### config.mk
export PLATFORM = sky130hd
export DESIGN_NAME = ece571_issue_ctrl
export DESIGN_NICKNAME = d
export VERILOG_FILES = /design/src/rtl/ece571_cpu_pkg.sv /design/src/rtl/ece571_instr_fifo.sv /design/src/rtl/ece571_issue_ctrl.sv
export SDC_FILE = /design/constraint.sdc
export NUM_CORES = 1
export LEC_CHECK = 0
export ABC_AREA = 1
export CORE_UTILIZATION = 43
export CTS_CLUSTER_DIAMETER = 60
export DETAILED_ROUTE_END_ITERATION = 10
export PLACE_DENSITY = 0.77
export RECOVER_POWER = 50
export REMOVE_ABC_BUFFERS = 1
export SYNTH_ARGS = -nofsm -noshare
export SYNTH_HDL_FRONTEND = slang
export SYNTH_SLANG_ARGS = --single-unit
### constraint.sdc
create_clock -name clk -period 3.6 [get_ports clk]
set_clock_uncertainty 0.15 [all_clocks]
set_input_delay 0.36 -clock clk [delete_from_list [all_inputs] [get_ports clk]]
set_output_delay 0.36 -clock clk [all_outputs]
set_load 0.1 [all_outputs]
### src/rtl/ece571_cpu_pkg.sv
// ece571 CPU shared types: ALU opcodes, the issue-queue instruction record and
// the issue-controller state encoding.
// Ports: none (package). Imported by the issue controller and its instruction FIFO.
package ece571_cpu_pkg;

   typedef enum logic [3:0] {
      OP_NOP = 4'd0,
      OP_ADD = 4'd1,
      OP_SUB = 4'd2,
      OP_AND = 4'd3,
      OP_OR  = 4'd4,
      OP_XOR = 4'd5
   } opcode_t;

   // MSB-first layout matches the in_instr bus: {opcode, rd, rs1, rs2}
   typedef struct packed {
      opcode_t    opcode;
      logic [3:0] rd;
      logic [3:0] rs1;
      logic [3:0] rs2;
   } issue_instr_t;

   typedef enum logic [1:0] {
      EMPTY = 2'd0,
      ISSUE = 2'd1,
      STALL = 2'd2
   } issue_state_t;

   localparam int ISSUE_DEPTH   = 4;
   localparam int ISSUE_INSTR_W = $bits(issue_instr_t);

   // True when the instruction sources the given register on either port
   function automatic logic reads_reg(input issue_instr_t instr, input logic [3:0] addr);
      return (instr.rs1 == addr) || (instr.rs2 == addr);
   endfunction

endpackage

### src/rtl/ece571_instr_fifo.sv
// Generic synchronous FIFO holding queued instructions; head word is visible
// combinationally on dout. Latency: a push is readable on dout the cycle after.
// Backpressure: push is ignored while full, pop is ignored while empty.
// Ports: clk, reset (async, active-high), push/din, pop/dout, full, empty, count.
module ece571_instr_fifo
   import ece571_cpu_pkg::*;
#(
   parameter int WIDTH = ISSUE_INSTR_W,
   parameter int DEPTH = ISSUE_DEPTH
) (
   input  logic                     clk,
   input  logic                     reset,
   input  logic                     push,
   input  logic [WIDTH-1:0]         din,
   input  logic                     pop,
   output logic [WIDTH-1:0]         dout,
   output logic                     full,
   output logic                     empty,
   output logic [$clog2(DEPTH):0]   count
);

   localparam int AW = $clog2(DEPTH);
   localparam logic [AW:0] FULL_CNT = (AW+1)'(DEPTH);

   logic [WIDTH-1:0] mem [DEPTH];
   logic [AW-1:0]    wr_ptr;
   logic [AW-1:0]    rd_ptr;
   logic             do_push;
   logic             do_pop;

   assign full    = (count == FULL_CNT);
   assign empty   = (count == '0);
   assign do_push = push && !full;
   assign do_pop  = pop && !empty;
   assign dout    = mem[rd_ptr];

   // Storage carries no reset; only pointers and occupancy define validity
   always_ff @(posedge clk) begin
      if (do_push) begin
         mem[wr_ptr] <= din;
      end
   end

   // DEPTH is a power of two, so pointer wrap is plain binary rollover
   always_ff @(posedge clk or posedge reset) begin
      if (reset) begin
         wr_ptr <= '0;
         rd_ptr <= '0;
         count  <= '0;
      end else begin
         if (do_push) wr_ptr <= wr_ptr + 1'b1;
         if (do_pop)  rd_ptr <= rd_ptr + 1'b1;
         case ({do_push, do_pop})
            2'b10:   count <= count + 1'b1;
            2'b01:   count <= count - 1'b1;
            default: count <= count;
         endcase
      end
   end

endmodule

### src/rtl/ece571_issue_ctrl.sv
// In-order issue controller: queues ALU instructions, drives regfile reads and
// ALU operands for the head (EX), then registers the result for writeback (WB).
// Latency: offer-to-wb_we 2 cycles on an empty queue, 1 instr/cycle without hazards.
// Backpressure: in_ready drops only when the queue holds DEPTH entries; a RAW hit
// against WB costs one bubble unless ECE571_ISSUE_FORWARD_EN is defined, which adds
// WB->EX operand forwarding and removes the stall entirely.
// Ports: clk, reset (async, active-high); in_valid/in_ready/in_instr instruction
// handshake; rf_raddr1/2 + rf_rdata1/2 regfile read; alu_a/alu_b/alu_op/alu_result
// ALU hookup; wb_we/wb_addr/wb_data regfile write; busy; stall_cnt.
module ece571_issue_ctrl
   import ece571_cpu_pkg::*;
#(
   parameter int N     = 32,
   parameter int OP_W  = 4,
   parameter int DEPTH = ISSUE_DEPTH
) (
   input  logic              clk,
   input  logic              reset,
   input  logic              in_valid,
   output logic              in_ready,
   input  logic [OP_W+11:0]  in_instr,
   output logic [3:0]        rf_raddr1,
   output logic [3:0]        rf_raddr2,
   input  logic [N-1:0]      rf_rdata1,
   input  logic [N-1:0]      rf_rdata2,
   output logic [N-1:0]      alu_a,
   output logic [N-1:0]      alu_b,
   output logic [OP_W-1:0]   alu_op,
   input  logic [N-1:0]      alu_result,
   output logic              wb_we,
   output logic [3:0]        wb_addr,
   output logic [N-1:0]      wb_data,
   output logic              busy,
   output logic [15:0]       stall_cnt
);

   localparam int CW = $clog2(DEPTH) + 1;

   logic [OP_W+11:0] head_bits;
   issue_instr_t     head;
   logic             fifo_full;
   logic             fifo_empty;
   logic [CW-1:0]    fifo_count;
   logic             pop;
   logic             hazard;
   logic             has_head;
   logic [N-1:0]     opnd_a;
   logic [N-1:0]     opnd_b;
   issue_state_t     state;

   ece571_instr_fifo #(
      .WIDTH (OP_W + 12),
      .DEPTH (DEPTH)
   ) u_fifo (
      .clk   (clk),
      .reset (reset),
      .push  (in_valid),
      .din   (in_instr),
      .pop   (pop),
      .dout  (head_bits),
      .full  (fifo_full),
      .empty (fifo_empty),
      .count (fifo_count)
   );

   assign head     = issue_instr_t'(head_bits);
   assign in_ready = !fifo_full;
   assign busy     = !fifo_empty || wb_we;

`ifdef ECE571_ISSUE_FORWARD_EN
   // The WB value is not in the regfile until the end of WB, so take it directly
   assign hazard = 1'b0;
   assign opnd_a = (wb_we && (wb_addr == head.rs1)) ? wb_data : rf_rdata1;
   assign opnd_b = (wb_we && (wb_addr == head.rs2)) ? wb_data : rf_rdata2;
`else
   // The stall cycle drops wb_we, so the hazard clears by itself the next cycle
   assign hazard = wb_we && reads_reg(head, wb_addr);
   assign opnd_a = rf_rdata1;
   assign opnd_b = rf_rdata2;
`endif

   // EX has no memory of its own: the mode follows occupancy and the WB register
   always_comb begin
      state = EMPTY;
      if (fifo_count != '0) begin
         state = hazard ? STALL : ISSUE;
      end
   end

   assign pop      = (state == ISSUE);
   assign has_head = (state != EMPTY);

   // Stale FIFO storage must not leak onto the datapath when nothing is queued
   assign rf_raddr1 = has_head ? head.rs1 : '0;
   assign rf_raddr2 = has_head ? head.rs2 : '0;
   assign alu_op    = has_head ? OP_W'(head.opcode) : '0;
   assign alu_a     = has_head ? opnd_a : '0;
   assign alu_b     = has_head ? opnd_b : '0;

   always_ff @(posedge clk or posedge reset) begin
      if (reset) begin
         wb_we     <= 1'b0;
         wb_addr   <= '0;
         wb_data   <= '0;
         stall_cnt <= '0;
      end else begin
         case (state)
            ISSUE: begin
               wb_we   <= 1'b1;
               wb_addr <= head.rd;
               wb_data <= alu_result;
            end
            STALL: begin
               wb_we <= 1'b0;
               if (stall_cnt != 16'hFFFF) begin
                  stall_cnt <= stall_cnt + 16'd1;
               end
            end
            default: begin
               wb_we <= 1'b0;
            end
         endcase
      end
   end

endmodule

; Word level (Yosys, flattened, before mapping)
; Memory sizes are Yosys's and may differ from the RTL's.
; Index checks and enable logic that the tools add are counted.
[totals]
ff_bits = 60
ram_bits = 64
inputBits = 115
out_inout_bits = 131
wordCells = 44
n_memories = 1
[mem_list]
columns = name, words, width, read_ports, rd_ports_with_merged_regs, write_ports, line_no
row1 = u_fifo.mem, 4, 16, 1, 0, 1, ece571_instr_fifo.sv:25  ; logic [WIDTH-1:0] mem [DEPTH];
[classes]
add_sub_neg = 5
n_eq_ne = 8
muxes = 11
reduce_logical = 12
[op_table]
columns = operator, count
row1 = two-way mux 32 bit, 2
row2 = "adder 16 x 1 -> 16 bit, second input constant", 1
row3 = "inequality test 16 bit, second input constant", 1
row4 = two-way mux 4 bit, 3
row5 = equality test 4 bit, 2
row6 = one-hot mux 3 bit (2 select lines), 1
row7 = "adder 2 x 1 -> 2 bit, second input constant", 2
row8 = "equality test 2 x 1 -> 1 bit, second input constant", 2
row9 = "equality test 2 bit, second input constant", 2
row10 = two-way mux 2 bit, 2
row11 = nonzero test 2 bit, 2
row12 = "adder 3 x 1 -> 3 bit, second input constant", 1
row13 = "equality test 3 bit, second input constant", 1
row14 = logical AND 1 bit, 3
row15 = logical NOT 3 bit, 1
row16 = two-way mux 1 bit, 3
row17 = nonzero test 3 bit, 1
row18 = "subtractor 3 x 1 -> 3 bit, second input constant", 1
row19 = logical NOT 1 bit, 2
row20 = logical OR 1 bit, 2
row21 = AND reduction 2 bit, 1

; Longest topological paths before layout
; Gate-level depths: netlist of the first run.
; An unclocked memory read counts as a cell.
[depth]
depth_word = 10
ltp_mapped = 21
depth_no_buf = 19

; By module
; From an unflattened synthesis of the first run, not the netlist that was laid out.
[unflattened]
cells_unflattened = 759
hier_area_um2 = 6423.7
[by_module_without_submodules]
columns = module, instances, cells_each, area_per_inst_um2, seq_area_each_um2
row1 = ece571_issue_ctrl, 1, 510, 3382.0, 1326.3
row2 = ece571_instr_fifo, 1, 249, 3041.7, 2097.0

; Worst setup path after synthesis of the first run
; OpenSTA, ideal clock, no wires.
[synth_path]
path_kind = flip-flop to output port
start = reg u_fifo.rd_ptr[0]
end = out alu_op[0]
t_arrival_ps = 2602
required_ps = 3090
setup_slack_ps = 488
stages_incl_launch_ff = 8
n_path_buf = 3
cell_sequence = dfrtp_1 > buf_6 > buf_2 > buf_1 > nor2_1 > nor2_1 > o21ai_0 > a21oi_1
[synth_between]
elab_chain_cells = 8
word_cells_on_any_way = 9
classes_between = 2 x eq/ne / 3 x mux / 3 x reduce/logical / 1 x memory
[synth_rtl]
columns = element, line_no
row1 = "start, declared", ece571_instr_fifo.sv:27  ; logic [AW-1:0] rd_ptr;
row2 = "start signal, assigned", ece571_instr_fifo.sv:52  ; if (do_pop) rd_ptr <= rd_ptr + 1'b1;
row3 = memory read (4 x 16 bit) (*), -
row4 = equality test 4 bit, ece571_cpu_pkg.sv:34  ; return (instr.rs1 == addr) || (instr.rs2 == addr);
row5 = logical OR 1 bit, ece571_cpu_pkg.sv:34
row6 = logical AND 1 bit, ece571_issue_ctrl.sv:77  ; assign hazard = wb_we && reads_reg(head, wb_addr);
row7 = two-way mux 2 bit, ece571_issue_ctrl.sv:86  ; state = hazard ? STALL : ISSUE;
row8 = two-way mux 2 bit, ece571_issue_ctrl.sv:85  ; if (fifo_count != '0) begin
row9 = nonzero test 2 bit, ece571_issue_ctrl.sv:91  ; assign has_head = (state != EMPTY);
row10 = two-way mux 4 bit (*), ece571_issue_ctrl.sv:96  ; assign alu_op = has_head ? OP_W'(head.opcode) : '0;
row11 = "end, declared", ece571_issue_ctrl.sv:28  ; output logic [OP_W-1:0] alu_op,
; Every way passes the cells marked *; elsewhere a longest branch is shown, timed or not.

; Final worst setup path of the first run
[layout_path]
start = reg u_fifo.rd_ptr[0]
end = reg u_fifo.count[2]
[layout_between]
elab_chain_cells = 10
word_cells_on_any_way = 13
classes_between = 5 x eq/ne / 3 x mux / 4 x reduce/logical / 1 x memory
[layout_rtl]
columns = element, line_no
row1 = memory read (4 x 16 bit) (*), -
row2 = equality test 4 bit, ece571_cpu_pkg.sv:34
row3 = logical OR 1 bit (*), ece571_cpu_pkg.sv:34
row4 = logical AND 1 bit (*), ece571_issue_ctrl.sv:77
row5 = two-way mux 2 bit (*), ece571_issue_ctrl.sv:86
row6 = two-way mux 2 bit (*), ece571_issue_ctrl.sv:85
row7 = equality test 2 x 1 -> 1 bit (*), ece571_issue_ctrl.sv:90  ; assign pop = (state == ISSUE);
row8 = logical AND 1 bit (*), ece571_instr_fifo.sv:34  ; assign do_pop = pop && !empty;
row9 = equality test 2 x 1 -> 1 bit / equality test 2 bit (equally long branches), ece571_instr_fifo.sv:53  ; case ({do_push, do_pop})
row10 = one-hot mux 3 bit (2 select lines) / nonzero test 2 bit (equally long branches), -
row11 = "end signal, assigned", ece571_instr_fifo.sv:54  ; 2'b10: count <= count + 1'b1;
row12 = "end signal, assigned", ece571_instr_fifo.sv:55  ; 2'b01: count <= count - 1'b1;
row13 = "end signal, assigned", ece571_instr_fifo.sv:56  ; default: count <= count;
row14 = "end, declared", ece571_instr_fifo.sv:19  ; output logic [$clog2(DEPTH):0] count
; Marks and branches as above.
; A chain may end at the register's enable or synchronous reset.

==> reports/metrics.yaml, run 1 <==
status:
  status: "finished, final reports clean"
sta:
  setup_ws_ps: 531
  fmax_mhz: 326
  fin_crit_ps: 3070
  rsz0062_at_grt: "false"
  period_share_pct: 85.2
  worst_pin_slew_ps: 1470
  relSlewSlack_pct: 1.93
  whs_ps: 325
  hold_viol_final: 0
  slew_viol_final: 0
  setup_viol: 0
critical_path:
  worstSetupPathType: "reg -> reg"
  cp_top_family: "simple AND/OR/NAND/NOR gates"
  required_ps: 3740
  ff2ff_setup_slack_ps: 530
  path_cells: "buf_4 -> nand2_1 -> nand3_1 -> nand2_1 -> nand2_1 -> nand2_1 -> nand2_1 -> inv_1 -> nand2_1 -> nand2_2 -> nand2_1 -> nand2_2 -> inv_2 -> ha_1 -> inv_1 -> fa_1 -> a21oi_1 -> o21ai_0 -> xor2_1"
  arrival_ps: 3210
  slowest_delay_ps: 620
  timing.critical_path.buf_inv: 4
  setup.worst_path.end_class: "register"
  worstSetupPathDepth: 19
  path_max_fanout: 22
  start_kind: "register"
  worst_path_most_repeated_cell: "nand2_1"
  cp_slowest_cell: "dfrtp_1"
  r2r.worst_path.cells: 19
synthesis:
  syn_area_per_cell_sq_um: 8.52
  ys_seq_elements: 124
  async_flop_share_pct: 48.4
  yosysWarnings: 0
  synth-edff-count: 64
  netlist_instances: 696
  synth-main-ff-cell: "edfxtp_1"
  yosysSeqAreaShare_pct: 57.7
  synth_area_sq_um: 5930
  synth_cell_type_count: 27
clock_tree:
  path_clk_slew_ps: 60
  cts_max_level: 4
  cts.sinks: 124
  cts_buffer_depth: 2
  cts_tree: "done"
  holdBufCountCts: 0
  cts_resized: 0
  post_cts_buffers: 0
  insertion_delay_ps: 410
  cts_root_buf: "clkbuf_16"
  numCtsBuffers: 17
route:
  drt_pass1_iterations: 5
  dr_wl_met3_microns: 1120
  ant_nets: 0
  finalWirelength_microns: 16000
  drc: 0
  met2_length_microns: 8420
  viasPerCell: 4.66
  top_layer_used: "met4"
  first_iter_violations: 400
  via_count: 5275
  wl_met1_microns: 6130
  post_drt_wl_per_cell_microns: 14.1
floorplan:
  floorplan.initialDensity_pct: 44.4
  die_area_sq_um: 14300
  die_w_microns: 119
  die_h_microns: 119
  rows: 42
  core_area_sq_um: 13300
  ios: 246
flow_run:
  max_cap_violations: 0
placement:
  placedCellCount: 1099
  io_buffers: 245
  hpwl_microns: 11100
  dp_slack_ps: 602
  gp_congestion: 0.823
global_routing:
  antenna_found_initial: 0
  grt_pass1_wl_microns: 25500
  grt_max_degree: 77
  grt.overflow.total: 0
  track_usage_pct: 23.3
  grt_pass1_vias: 5111
layout:
  fin_nets: 1064
  final_cell_count_no_fill: 1131
  areaGrowthSynthToFinish_pct: 50.2
  drive_gt1_share_pct: 12.9
  fillCellCount: 1100
  diodes: 0
  final_util_pct: 66.7
worst_hold_path:
  hold_class: "in -> reg"
  hold_depth: 3
-- synth_stat cells (2+ instances only) --
cell / count / share of area, %
clkbuf_1: 11 / 0.70
o21ai_0: 19 / 1.6
o22ai_1: 4 / 0.42
dfrtp_1: 60 / 25
nand3_1: 31 / 2.6
buf_2: 4 / 0.34
nor3_1: 8 / 0.68
xnor2_1: 5 / 0.74
inv_1: 93 / 5.9
nor2_1: 110 / 7.0
buf_4: 6 / 0.76
buf_6: 6 / 1.1
ha_1: 6 / 1.3
nor4_1: 2 / 0.21
a21oi_1: 6 / 0.51
nand2_2: 2 / 0.21
nand4_1: 2 / 0.21
inv_2: 2 / 0.13
edfxtp_1: 64 / 32
xor2_1: 13 / 1.9
nand2_1: 236 / 15
-- worst reg2reg max path: stages, from the launching register on --
cell     delay (ps)
dfrtp_1         620
buf_4           350
nand2_1          90
nand3_1         100
nand2_1          90
nand2_1          60
nand2_1          40
nand2_1          50
inv_1            30
nand2_1          60
nand2_2          70
nand2_1          90
nand2_2          70
inv_2            70
ha_1            140
inv_1            70
fa_1            380
a21oi_1         160
o21ai_0         110
xor2_1          150
-- sequential cells by signal, indices dropped and copies added, names as in the netlist --
signal	cells
stall_cnt	16
u_fifo.count	3
u_fifo.mem	64
u_fifo.rd_ptr	2
u_fifo.wr_ptr	2
wb_addr	4
wb_data	32
wb_we	1
-- kinds of logic after synthesis --
logic type / after synthesis / share of synthesized area, %
adders and majority gates: 7 / 1.60
and+or+nand+nor: 394 / 26.3
xor gates and xnor gates: 18 / 2.66
buffers and inverters: 124 / 9.12
AOI/OAI and AO/OA: 29 / 2.53
DFF: 124 / 57.7
-- layer usage --
metal,GRT usage (%),vias to the layer above
met5,0,-
met4,8.83,0
met3,5.75,29
met2,41.9,206
met1,26.6,2407
li1,-,2633
-- worst paths after layout --
path | from | to
max | u_fifo.rd_ptr[0] | u_fifo.count[2]
max in group asynchronous | reset | stall_cnt[4]
max reg2reg | u_fifo.rd_ptr[0] | u_fifo.count[2]
min reg2reg | wb_data[21] | wb_data[21]
min in group asynchronous | reset | wb_data[14]
min | alu_result[26] | wb_data[26]
-- cell type report --
type	count	area, sq um	share of cell area (%)
Clock buffer	20	489	5.50
Tap cell	176	220	2.47
Clock inverter	12	123	1.38
Sequential cell	124	3420	38.5
Multi-Input combinational cell	448	1960	22.1
Timing Repair Buffer	255	2320	26.1
Inverter	96	363	4.08
-- cell usage in the layout (no fill, tap or decap), types with 5 or more instances in the layout --
cell	instances
xnor2_1	5
ha_1	6
buf_4	81
clkbuf_16	19
nand2_1	236
nor2_1	110
clkdlybuf4s50_1	152
dlygate4sd3_1	17
edfxtp_1	64
nor3_1	8
a21oi_1	6
o21ai_0	19
dfrtp_1	60
nand3_1	31
xor2_1	13
inv_1	91
-- metrics by stage --
| stage | instance area (sq um) | TNS [ps] |
|---|---|---|
| 2_1_floorplan | 5750 | -162 |
| 3_3_place_gp | 8310 | 0 |
| 3_5_place_dp | 8310 | 0 |
| 4_1_cts | 8920 | 0 |
| 5_1_grt | 8900 | 0 |
| 6_report | 8900 | 0 |
Power of run 1 is left out: the tool's default activity adds up to more than one toggle a clock period on the data nets, which glitch-free logic cannot reach.
==> inputs of run 2 (changes only) <==
Clock period 3.6 ns to 2.87 ns, I/O delays scaled along.
==> run 2 against run 1 <==
- the flow now finishes with violations (max-capacitance violations)
- utilization is 0.96 points higher
- wire length is 1.1% lower
- clock-buffer cell count is 2 lower
- worst hold slack worse by 69 ps
- via count is 0.64% higher
- fmax is 15% higher
- sequential cell count stayed put
- highest routed layer unchanged
==> reports/metrics.yaml, run 2 (same netlist as run 1, synthesis figures left out) <==
status:
  status: "complete, but fails checks"
  failed_checks: "max-capacitance violations"
floorplan:
  floorplan.initialDensity_pct: 44.4  # unchanged
  rows: 42  # unchanged
  die_h_microns: 119  # unchanged
  die_area_sq_um: 14300  # unchanged
  die_w_microns: 119  # unchanged
  ios: 246  # unchanged
  core_area_sq_um: 13300  # unchanged
layout:
  largest_reg_flops: 64  # unchanged
  layout_commonest_cell: "nand2_1"
  areaGrowthSynthToFinish_pct: 52.3
  final_cell_count_no_fill: 1137  # +0.53%
  regMostFlops: "u_fifo.mem"
  layout_common_cells: "nand2_1 (236), nor2_1 (110), clkdlybuf4s50_1 (97)"
  drive_gt1_share_pct: 13.8  # +0.87 points
  fin_nets: 1069  # +0.47%
  finalInstanceArea_sq_um: 9030  # +1.4%
  largest_registers: "u_fifo.mem (64), wb_data (32), stall_cnt (16)"
clock_tree:
  insertion_delay_ps: 410  # about the same
  cts_tree: "done"
  path_clk_slew_ps: 60  # about the same
  cts.sinks: 124  # unchanged
  cts_max_level: 4  # unchanged
  cts_buffer_depth: 2  # unchanged
  numCtsBuffers: 17  # unchanged
  cts_root_buf: "clkbuf_16"
route:
  finalWirelength_microns: 15800  # -1.1%
  ant_nets: 0  # unchanged
  drc: 0  # unchanged
  first_iter_violations: 258  # -36%
  viasPerCell: 4.67  # +0.11%
  drt_pass1_iterations: 5  # unchanged
  post_drt_wl_per_cell_microns: 13.9  # -1.6%
  via_count: 5309  # +0.64%
sta:
  period_share_pct: 92.6  # +7.4 points
  final.setup.tns_ps: 0  # unchanged
  rsz0062_at_grt: "false"
  fin_crit_ps: 2660  # -411 ps
  relSlewSlack_pct: 0.875  # -1.1 points
  hold_viol_final: 0  # unchanged
  whs_ps: 256  # -69.4 ps
  worst_pin_slew_ps: 1490  # +15.9 ps
  setup_viol: 0  # unchanged
  fmax_mhz: 376  # +15%
  slew_viol_final: 0  # unchanged
worst_hold_path:
  hold_class: "in -> reg"
global_routing:
  grt.overflow.total: 0  # unchanged
  grt_pass1_wl_microns: 24600  # -3.5%
  antenna_found_initial: 1  # +1
  track_usage_pct: 22.4  # -0.86 points
  grt_pass1_vias: 4906  # -4.0%
  grt_max_degree: 77  # unchanged
critical_path:
  required_ps: 3010  # -730 ps
  timing.critical_path.buf_inv: 4  # unchanged
  path_max_fanout: 18  # -18%
  path_cells: "buf_12 -> nand2_1 -> nand3_1 -> nand2_1 -> nand2_1 -> nand2_1 -> nand2_1 -> inv_1 -> nand2_1 -> nand2_2 -> nand2_1 -> nand2_2 -> inv_2 -> ha_1 -> inv_1 -> fa_2 -> a21oi_1 -> o21ai_0 -> xor2_1"
  setup.worst_path.end_class: "register"
  slowest_delay_ps: 480  # -140 ps
  start_kind: "register"
  worstSetupPathType: "reg -> reg"
  worst_path_most_repeated_cell: "nand2_1"
  cp_top_family: "simple AND/OR/NAND/NOR gates"
  cp_slowest_cell: "dfrtp_2"
  arrival_ps: 2800  # -410 ps
placement:
  io_buffers: 245  # unchanged
  hpwl_microns: 11100  # -0.30%
  gp_congestion: 0.801  # -2.6%
  place_area_sq_um: 8570  # +3.1%
  placedCellCount: 1100  # +0.091%
flow_run:
  max_cap_violations: 1  # +1
-- run 2: changes by cell type in the layout (fill, tap and decap cells not counted), sizes merged --
cell,previous run,this run
buf,81,90
diode,0,1
clkbuf,25,73
clkdlybuf4s50,152,97
clkinv,6,7
inv,101,97
clkinvlp,0,3
bufinv,1,4
-- run 2: final cells by class --
class / count / area [sq um]
Timing Repair Buffer: 259 / 2420
Clock buffer: 18 / 429
Fill cell: 1095 / 4320
Clock inverter: 14 / 194
Sequential cell: 124 / 3420
Tap cell: 176 / 220
Antenna cell: 1 / 2.50
Multi-Input combinational cell: 448 / 1970
Timing Repair inverter: 1 / 5.00
Inverter: 96 / 368
-- run 2: routing by layer --
metal  up-vias  track usage, %  part of all wire (%)
met2       202            39.9                    52
met5         -               0                     0
met1      2432            25.4                    39
li1       2646               -                     -
met3        29            6.27                   6.4
met4         0            8.75                   2.0
-- run 2: path summary, 6_finish.rpt --
path | start | end | slack [ps] | cells after the start
max in group asynchronous | reset | u_fifo.rd_ptr[0] | 890 | 3
hold reg to reg | wb_data[28] | wb_data[28] | 330 | 2
hold / removal | alu_result[5] | wb_data[5] | 260 | 3
setup reg to reg | u_fifo.rd_ptr[0] | u_fifo.count[2] | 210 | 19
setup / recovery | u_fifo.rd_ptr[0] | u_fifo.count[2] | 210 | 19
min in group asynchronous | reset | stall_cnt[14] | 680 | 3
-- run 2: worst register-to-register path, cell delays in order, from the launching register on --
cell     delay (ps)
dfrtp_2         480
buf_12          180
nand2_1          50
nand3_1          90
nand2_1          80
nand2_1          60
nand2_1          60
nand2_1          70
inv_1            40
nand2_1          60
nand2_2          70
nand2_1          80
nand2_2          60
inv_2            60
ha_1            140
inv_1            70
fa_2            340
a21oi_1         140
o21ai_0         110
xor2_1          150
-- run 2: through the flow --
stage	util, %	setup slack [ps]
6_report	67.7	212
5_1_grt	67.7	6.22
4_1_cts	68.8	98.5
3_5_place_dp	64.2	113
3_3_place_gp	64.2	222
2_1_floorplan	-	-892
-- run 2: timing repair --
action | 4_1_cts | 5_1_grt
hold endpoints to repair | 0 | 0
gates resized for setup | 0 | 10
endpoints found under the setup margin | 0 | 2
setup buffers | 0 | 3
hold buffers | 0 | 0
Power of run 2 is left out for the same reason.
